File: src/rtl/mem_arbiter.sv
// Fetch/data arbiter in front of one single-ported, synchronous-read memory.
// Data has priority; fetch is forced through after STARVE_LIMIT consecutive losses.
module mem_arbiter #(
  parameter int STARVE_LIMIT = 4
) (
  input  logic        i_clk,
  input  logic        i_rst,
  input  logic        i_if_req,
  input  logic [31:0] i_if_addr,
  output logic        o_if_gnt,
  output logic        o_if_valid,
  output logic [31:0] o_if_rdata,
  input  logic        i_d_req,
  input  logic        i_d_wen,
  input  logic [31:0] i_d_addr,
  input  logic [31:0] i_d_wdata,
  input  logic [3:0]  i_d_mask,
  output logic        o_d_gnt,
  output logic        o_d_valid,
  output logic [31:0] o_d_rdata,
  output logic [31:0] o_mem_addr,
  output logic        o_mem_ren,
  output logic        o_mem_wen,
  output logic [31:0] o_mem_wdata,
  output logic [3:0]  o_mem_mask,
  input  logic [31:0] i_mem_rdata
);

  localparam logic [3:0] LIMIT = 4'(STARVE_LIMIT);

  typedef struct packed {
    logic pend;
    logic owner;  // 0 = fetch, 1 = data
    logic wr;
  } rsp_t;

  logic       if_win, d_win, force_if;
  logic [3:0] starve_cnt;
  rsp_t       rsp_q, rsp_d;

  // Reset kills both grants, which also blanks the memory command below.
  always_comb begin
    force_if = (starve_cnt == LIMIT);
    d_win    = ~i_rst & i_d_req & ~(i_if_req & force_if);
    if_win   = ~i_rst & i_if_req & ~d_win;
  end

  assign o_if_gnt = if_win;
  assign o_d_gnt  = d_win;

  always_comb begin
    o_mem_addr  = '0;
    o_mem_ren   = 1'b0;
    o_mem_wen   = 1'b0;
    o_mem_wdata = '0;
    o_mem_mask  = '0;
    if (if_win) begin
      o_mem_addr = i_if_addr;
      o_mem_ren  = 1'b1;
      o_mem_mask = 4'b1111;
    end else if (d_win) begin
      o_mem_addr  = i_d_addr;
      o_mem_ren   = ~i_d_wen;
      o_mem_wen   = i_d_wen;
      o_mem_wdata = i_d_wdata;
      o_mem_mask  = i_d_mask;
    end
  end

  // Counts data wins while fetch is waiting; any fetch grant or idle fetch clears it.
  always_ff @(posedge i_clk or posedge i_rst) begin
    if (i_rst)
      starve_cnt <= '0;
    else if (if_win || !i_if_req)
      starve_cnt <= '0;
    else if (d_win && starve_cnt != LIMIT)
      starve_cnt <= starve_cnt + 4'd1;
  end

  always_comb begin
    rsp_d.pend  = if_win | d_win;
    rsp_d.owner = d_win;
    rsp_d.wr    = d_win & i_d_wen;
  end

  always_ff @(posedge i_clk or posedge i_rst) begin
    if (i_rst) rsp_q <= '0;
    else       rsp_q <= rsp_d;
  end

  // Memory data arrives the cycle after the grant; steer it by the recorded owner.
  always_comb begin
    o_if_valid = rsp_q.pend & ~rsp_q.owner;
    o_d_valid  = rsp_q.pend & rsp_q.owner;
    o_if_rdata = o_if_valid ? i_mem_rdata : '0;
    o_d_rdata  = (o_d_valid && !rsp_q.wr) ? i_mem_rdata : '0;
  end

endmodule

File: config.mk
export PLATFORM = sky130hd
export DESIGN_NAME = mem_arbiter
export DESIGN_NICKNAME = d
export VERILOG_FILES = /design/src/rtl/mem_arbiter.sv
export SDC_FILE = /design/constraint.sdc
export NUM_CORES = 1
export LEC_CHECK = 0
export CORE_AREA = 2 2 107 109
export CTS_CLUSTER_DIAMETER = 100
export DETAILED_ROUTE_END_ITERATION = 10
export DIE_AREA = 0 0 109 111
export GPL_TIMING_DRIVEN = 0
export HOLD_SLACK_MARGIN = 0.1
export PLACE_DENSITY_LB_ADDON = 0.25
export SLEW_MARGIN = 40
export SYNTH_ARGS = -nofsm -noshare
export SYNTH_HDL_FRONTEND = slang
export SYNTH_SLANG_ARGS = --single-unit
File: constraint.sdc
create_clock -name i_clk -period 1.96 [get_ports i_clk]
set_clock_uncertainty 0.15 [all_clocks]
set_input_delay 0.392 -clock i_clk [delete_from_list [all_inputs] [get_ports i_clk]]
set_output_delay 0.392 -clock i_clk [all_outputs]
set_load 0.05 [all_outputs]
# == Word-level counts from Yosys, hierarchy flattened ==
# Index checks and enable logic that the tools add are counted.
# op_classes
addsub,1
n_mul,0
n_div,0
magnitude_cmp,0
eq_ne,2
shifts,0
mux,14
n_bitwise,14
reduce_logical,6
# op_table
cell,n
$mux 32,6
$mux 4,4
$and 1x1->1,8
$not 1->1,5
$add 4x1->4 const B,1
$eq 4x3->1 const B,1
$mux 1,4
$ne 4x3->1 const B,1
$logic_and 1x1->1,2
$logic_not 1->1,2
$reduce_bool 2->1,1
$logic_or 1x1->1,1
$or 1x1->1,1
# word_totals
register_bits,7
latch_bits,0
mem_bits_rw,0
romBits,0
inputBits,137
output_inout_bits,138
elab_cells,41
memories,0

# == Longest topological paths before layout ==
# logic_depth
depth_word,8
mapped_depth,8
mapped_depth_nobuf,6

# == Worst setup path after synthesis ==
# Ideal clock, no wire load.
# synth_path
kind,flip-flop to output port
from,reg starve_cnt[0]
to,out o_mem_ren
arrival_ps,2428
required_time_ps,1418
setup_slack_ps,-1010
stages_incl_launch_ff,8
path_buffers,1
cell_sequence,dfrtp_1 inv_1 ha_1 nand3b_4 o21ai_4 inv_2 buf_2 a21boi_0
# synth_between
elab_chain_cells,7
elab_cells_between_ends,8
cone_classes,eq/ne (1); mux (2); bitwise (5)
# synth_rtl
element,line_no,text
from (decl),38,logic [3:0] starve_cnt;
from (signal assigned),77,starve_cnt <= starve_cnt + 4'd1;
$eq 4x3->1 (*),43,force_if = (starve_cnt == LIMIT);
$and 1x1->1 (*),44,d_win = ~i_rst & i_d_req & ~(i_if_req & force_if);
$not 1->1 (*),44,
$and 1x1->1 (*),44,
via o_d_gnt,18,"output logic o_d_gnt,"
$not 1->1,45,if_win = ~i_rst & i_if_req & ~d_win;
$and 1x1->1,45,
$mux 1 (*),57,if (if_win) begin
to (decl),22,"output logic o_mem_ren,"
# Mark *: on every way through the listed nets, which the timed path passes. The rest lies on a longest branch.

# == Worst setup path in the final report ==
# layout_path
from,reg starve_cnt[1]
to,out o_mem_addr[25]
# layout_between
elab_chain_cells,7
elab_cells_between_ends,8
cone_classes,eq/ne (1); mux (2); bitwise (5)
# layout_rtl
element,line_no,text
$eq 4x3->1 (*),43,
$and 1x1->1 (*),44,
$not 1->1 (*),44,
$and 1x1->1 (*),44,
$not 1->1,45,
$and 1x1->1,45,
$mux 32 (*),57,
to (decl),21,"output logic [31:0] o_mem_addr,"
# Every way passes the cells marked *; elsewhere a longest branch is shown, timed or not.

==> reports/metrics.json <==
{
  "outcome": {"value": "complete, but fails checks"},
  "failed_checks": {"value": "negative setup slack"},
  "switching_power": {"value": 0.8237, "unit": "mW"},
  "core_area": {"value": 11080, "unit": "sq um"},
  "grt_overflow": {"value": 0},
  "estimated_wirelength_of_the_detail_placed_design": {"value": 8364, "unit": "microns"},
  "report.final.setup_viol": {"value": 105},
  "reg2regPathDepth": {"value": 7},
  "worstMarginPinSlew": {"value": 0.5200, "unit": "ns"},
  "hold_path_class": {"value": "in2reg"},
  "met1_usage": {"value": 0.1298},
  "timing.critical_path.mode_cell": {"value": "buf_8"},
  "power.share.clock": {"value": 0.171},
  "path_cells": {"value": "inv_2 > ha_4 > nand3b_4 > o21ai_4 > inv_4 > buf_8 > buf_12 > a22o_4 > buf_8"},
  "cts.sink_count": {"value": 7},
  "synth_cell_type_count": {"value": 29},
  "hold_violations": {"value": 0},
  "most_frequent_standard_cell_in_the_layout_excluding_fill_and_tap_cells": {"value": "clkdlybuf4s50_1"},
  "syn-instance-count": {"value": 189},
  "ys_warnings": {"value": 0},
  "crit-reg2reg-launch": {"value": "starve_cnt[1]"},
  "syn_nets": {"value": 328},
  "pre_cts_ws": {"value": -1.423, "unit": "ns"},
  "worstPathArrival": {"value": 1.87, "unit": "ns"},
  "drt_first_pass_iters": {"value": 4},
  "placement_rows": {"value": 39},
  "critical_path.endpoint": {"value": "o_mem_addr[25]"},
  "cp.buffers_inverters": {"value": 5},
  "cts_buffers": {"value": 3},
  "global_route.peak_usage_layer": {"value": "met2"},
  "ioPinCount": {"value": 275},
  "drt-wirelength-per-cell": {"value": 16.07, "unit": "microns"},
  "critPathCaptureType": {"value": "output port"},
  "critPathMaxStageDelay": {"value": 0.39, "unit": "ns"},
  "comb_power_share": {"value": 0.753},
  "insertedDiodeCount": {"value": 0},
  "timing.max_cap.violations": {"value": 0},
  "global_routing_usage_on_met3": {"value": 0.07349},
  "initial_antenna_violation_count": {"value": 0},
  "cts-root-to-sink-buffers": {"value": 2},
  "grt_first_pass_wirelength": {"value": 14090, "unit": "microns"},
  "placement.cell_area": {"value": 4772, "unit": "sq um"},
  "grt_setup_unrepaired": {"value": "yes"},
  "flop2flop_setup_slack": {"value": 0.35, "unit": "ns"},
  "avgSynthCellArea": {"value": 7.653, "unit": "sq um"},
  "place.gp.congestion": {"value": 0.7819},
  "postRouteAntennaNets": {"value": 0},
  "synthesis.area": {"value": 1446, "unit": "sq um"},
  "fmax_achieved": {"value": 414.8, "unit": "MHz"},
  "worst_hold_slack_after_final_layout": {"value": 0.4224, "unit": "ns"},
  "drt_wl_total": {"value": 10320, "unit": "microns"},
  "clock_latency_of_the_later_clocked_register_in_the_worst_skew_pair": {"value": 0.23, "unit": "ns"},
  "h_tree_depth_reported_by_cts": {"value": 1},
  "seq_area_frac_synth": {"value": 0.1211},
  "drc_errors": {"value": 0},
  "worstSetupStartpointType": {"value": "register"},
  "switching_share": {"value": 0.4067},
  "layout.core_utilization": {"value": 0.5319},
  "io_buffer_count": {"value": 273},
  "syn_to_final_growth": {"value": 307.4, "unit": "%"},
  "power_internal": {"value": 1.202, "unit": "mW"},
  "clk_transition_reported_paths": {"value": 0.04, "unit": "ns"},
  "static-leakage-power": {"value": 2.735, "unit": "nW"},
  "final.period_utilization": {"value": 1.230},
  "crit_type": {"value": "reg2out"},
  "vias": {"value": 2670},
  "clock_tree_from_tritoncts": {"value": "built"},
  "mostFrequentLayoutCells": {"value": "133 x clkdlybuf4s50_1, 92 x buf_8, 81 x and2_4"},
  "crit_start": {"value": "starve_cnt[1]"},
  "dieHeight": {"value": 111, "unit": "microns"},
  "die-width": {"value": 109, "unit": "microns"},
  "grtUsageMet2": {"value": 0.2894},
  "power.share.sequential": {"value": 0.076},
  "worst_ir_drop_vdd": {"value": 0.1861, "unit": "mV"},
  "die-area": {"value": 12100, "unit": "sq um"},
  "power_density": {"value": 343.8, "unit": "nW/um^2"},
  "timing.final.crit_period": {"value": 2.411, "unit": "ns"},
  "grt_max_degree": {"value": 12},
  "finish.net_count": {"value": 639},
  "drt_iter0_markers": {"value": 102},
  "layout-drive-gt1-share": {"value": 0.6473},
  "fin_ws": {"value": -0.4511, "unit": "ns"},
  "timing_max_transition_violations_final": {"value": 0},
  "start_util": {"value": 0.1306},
  "grt_util_all_layers": {"value": 0.1492},
  "cp_data_required_time": {"value": 1.42, "unit": "ns"},
  "root_buffer": {"value": "clkbuf_16"},
  "timing.setup.tns": {"value": -28.33, "unit": "ns"},
  "critical_path_depth": {"value": 9},
  "yosys_register_bits": {"value": 7},
  "via_count_of_the_first_global_routing_pass": {"value": 2555},
  "cp_max_fo": {"value": 10},
  "cell_at_the_slowest_stage_of_the_critical_path": {"value": "dfrtp_1"},
  "timing.rr.end": {"value": "rsp_q[0]"},
  "critical-path-top-delay-family": {"value": "buffers and inverters"},
  "stdcell_area": {"value": 5892, "unit": "sq um"},
  "slew-limit-headroom": {"value": 0.6547},
  "vias_per_cell": {"value": 4.159}
}
[power by group through the flow]
stage | registers (mW) | logic, mW | clock network, mW
finish | 0.154 | 1.53 | 0.346
global route | 0.154 | 1.58 | 0.362
CTS | 0.154 | 1.36 | 0.352
detailed placement | 0.155 | 1.27 | 0
global placement | 0.155 | 1.26 | 0
floorplan | 0.154 | 0.698 | 0
[worst min-delay path by stage]
stage               startpoint             to  cells past startpoint
floorplan                i_rst       rsp_q[0]                      2
global placement         i_rst  starve_cnt[2]                      2
detailed placement       i_rst  starve_cnt[2]                      2
CTS                      i_rst  starve_cnt[0]                      3
global route             i_rst  starve_cnt[3]                      3
finish                   i_rst  starve_cnt[0]                      3
[sequential cells by signal, summed over array words and instances (netlist names)]
signal	count
rsp_q	3
starve_cnt	4
[metrics by stage]
stage	std cells	total power, mW
3_3_place_gp	605	1.416
3_5_place_dp	605	1.423
2_1_floorplan	189	0.8520
4_1_cts	624	1.862
5_1_grt	642	2.100
6_report	642	2.026
[cells in the mapped netlist, drive strengths merged]
| library cell | instances | share of area |
|---|---|---|
| a22oi | 1 | 0.0052 |
| a21o | 1 | 0.0052 |
| a21boi | 1 | 0.0052 |
| a21oi | 1 | 0.0035 |
| a211oi | 1 | 0.014 |
| and2 | 99 | 0.43 |
| nand3b | 1 | 0.014 |
| nand3 | 4 | 0.014 |
| inv | 6 | 0.016 |
| ha | 2 | 0.017 |
| a22o | 32 | 0.20 |
| nand2b | 1 | 0.0043 |
| xor2 | 1 | 0.0061 |
| nand4b | 1 | 0.0061 |
| clkbuf | 9 | 0.024 |
| o32ai | 1 | 0.0061 |
| nor2 | 2 | 0.0052 |
| o21a | 3 | 0.016 |
| and2b | 1 | 0.0052 |
| o21ai | 3 | 0.018 |
| nor2b | 3 | 0.015 |
| dfrtp | 7 | 0.12 |
| buf | 8 | 0.049 |
[worst register-to-register path, delay by kind of cell, from the launching register on]
kind	cells	cell delay [ns]
AO/OA/AOI/OAI	1	0.18
adder cells (fa/ha/maj)	1	0.14
buffers and inverters	3	0.36
flip-flops	1	0.39
AND/OR/NAND/NOR	2	0.28
[cell families after synthesis]
kind of cell               Yosys count  share of synthesized area
buffers and inverters               23                    0.08909
xor gates and xnor gates             1                   0.006056
adders and majority gates            2                    0.01730
and+or+nand+nor                    112                     0.4914
AOI/OAI and AO/OA                   44                     0.2751
DFF                                  7                     0.1211
[metal layers]
layer	share of wire	vias to the layer above
li1	-	1262
met1	0.28	1219
met2	0.56	174
met3	0.14	15
met4	0.020	0
met5	0	-
[what timing repair did]
action	in CTS	in global routing
cloned	3	3
hold buffers	1	0
resized for setup	953	189
buffers inserted	11	17
endpoints found under the setup margin	138	135
pin swaps	3	33
endpoints found under the hold margin	7	0
[layout make-up]
cell class / count / area, sq um
multi-input cells: 159 / 1667
plain buffers: 16 / 220.2
inverters: 6 / 25.02
repair buffers: 307 / 3547
flip-flops and latches: 7 / 175.2
well taps: 143 / 178.9
clock buffers: 4 / 78.83
fillers: 1007 / 5185
Note: power is estimated with default switching activity, not from simulation.
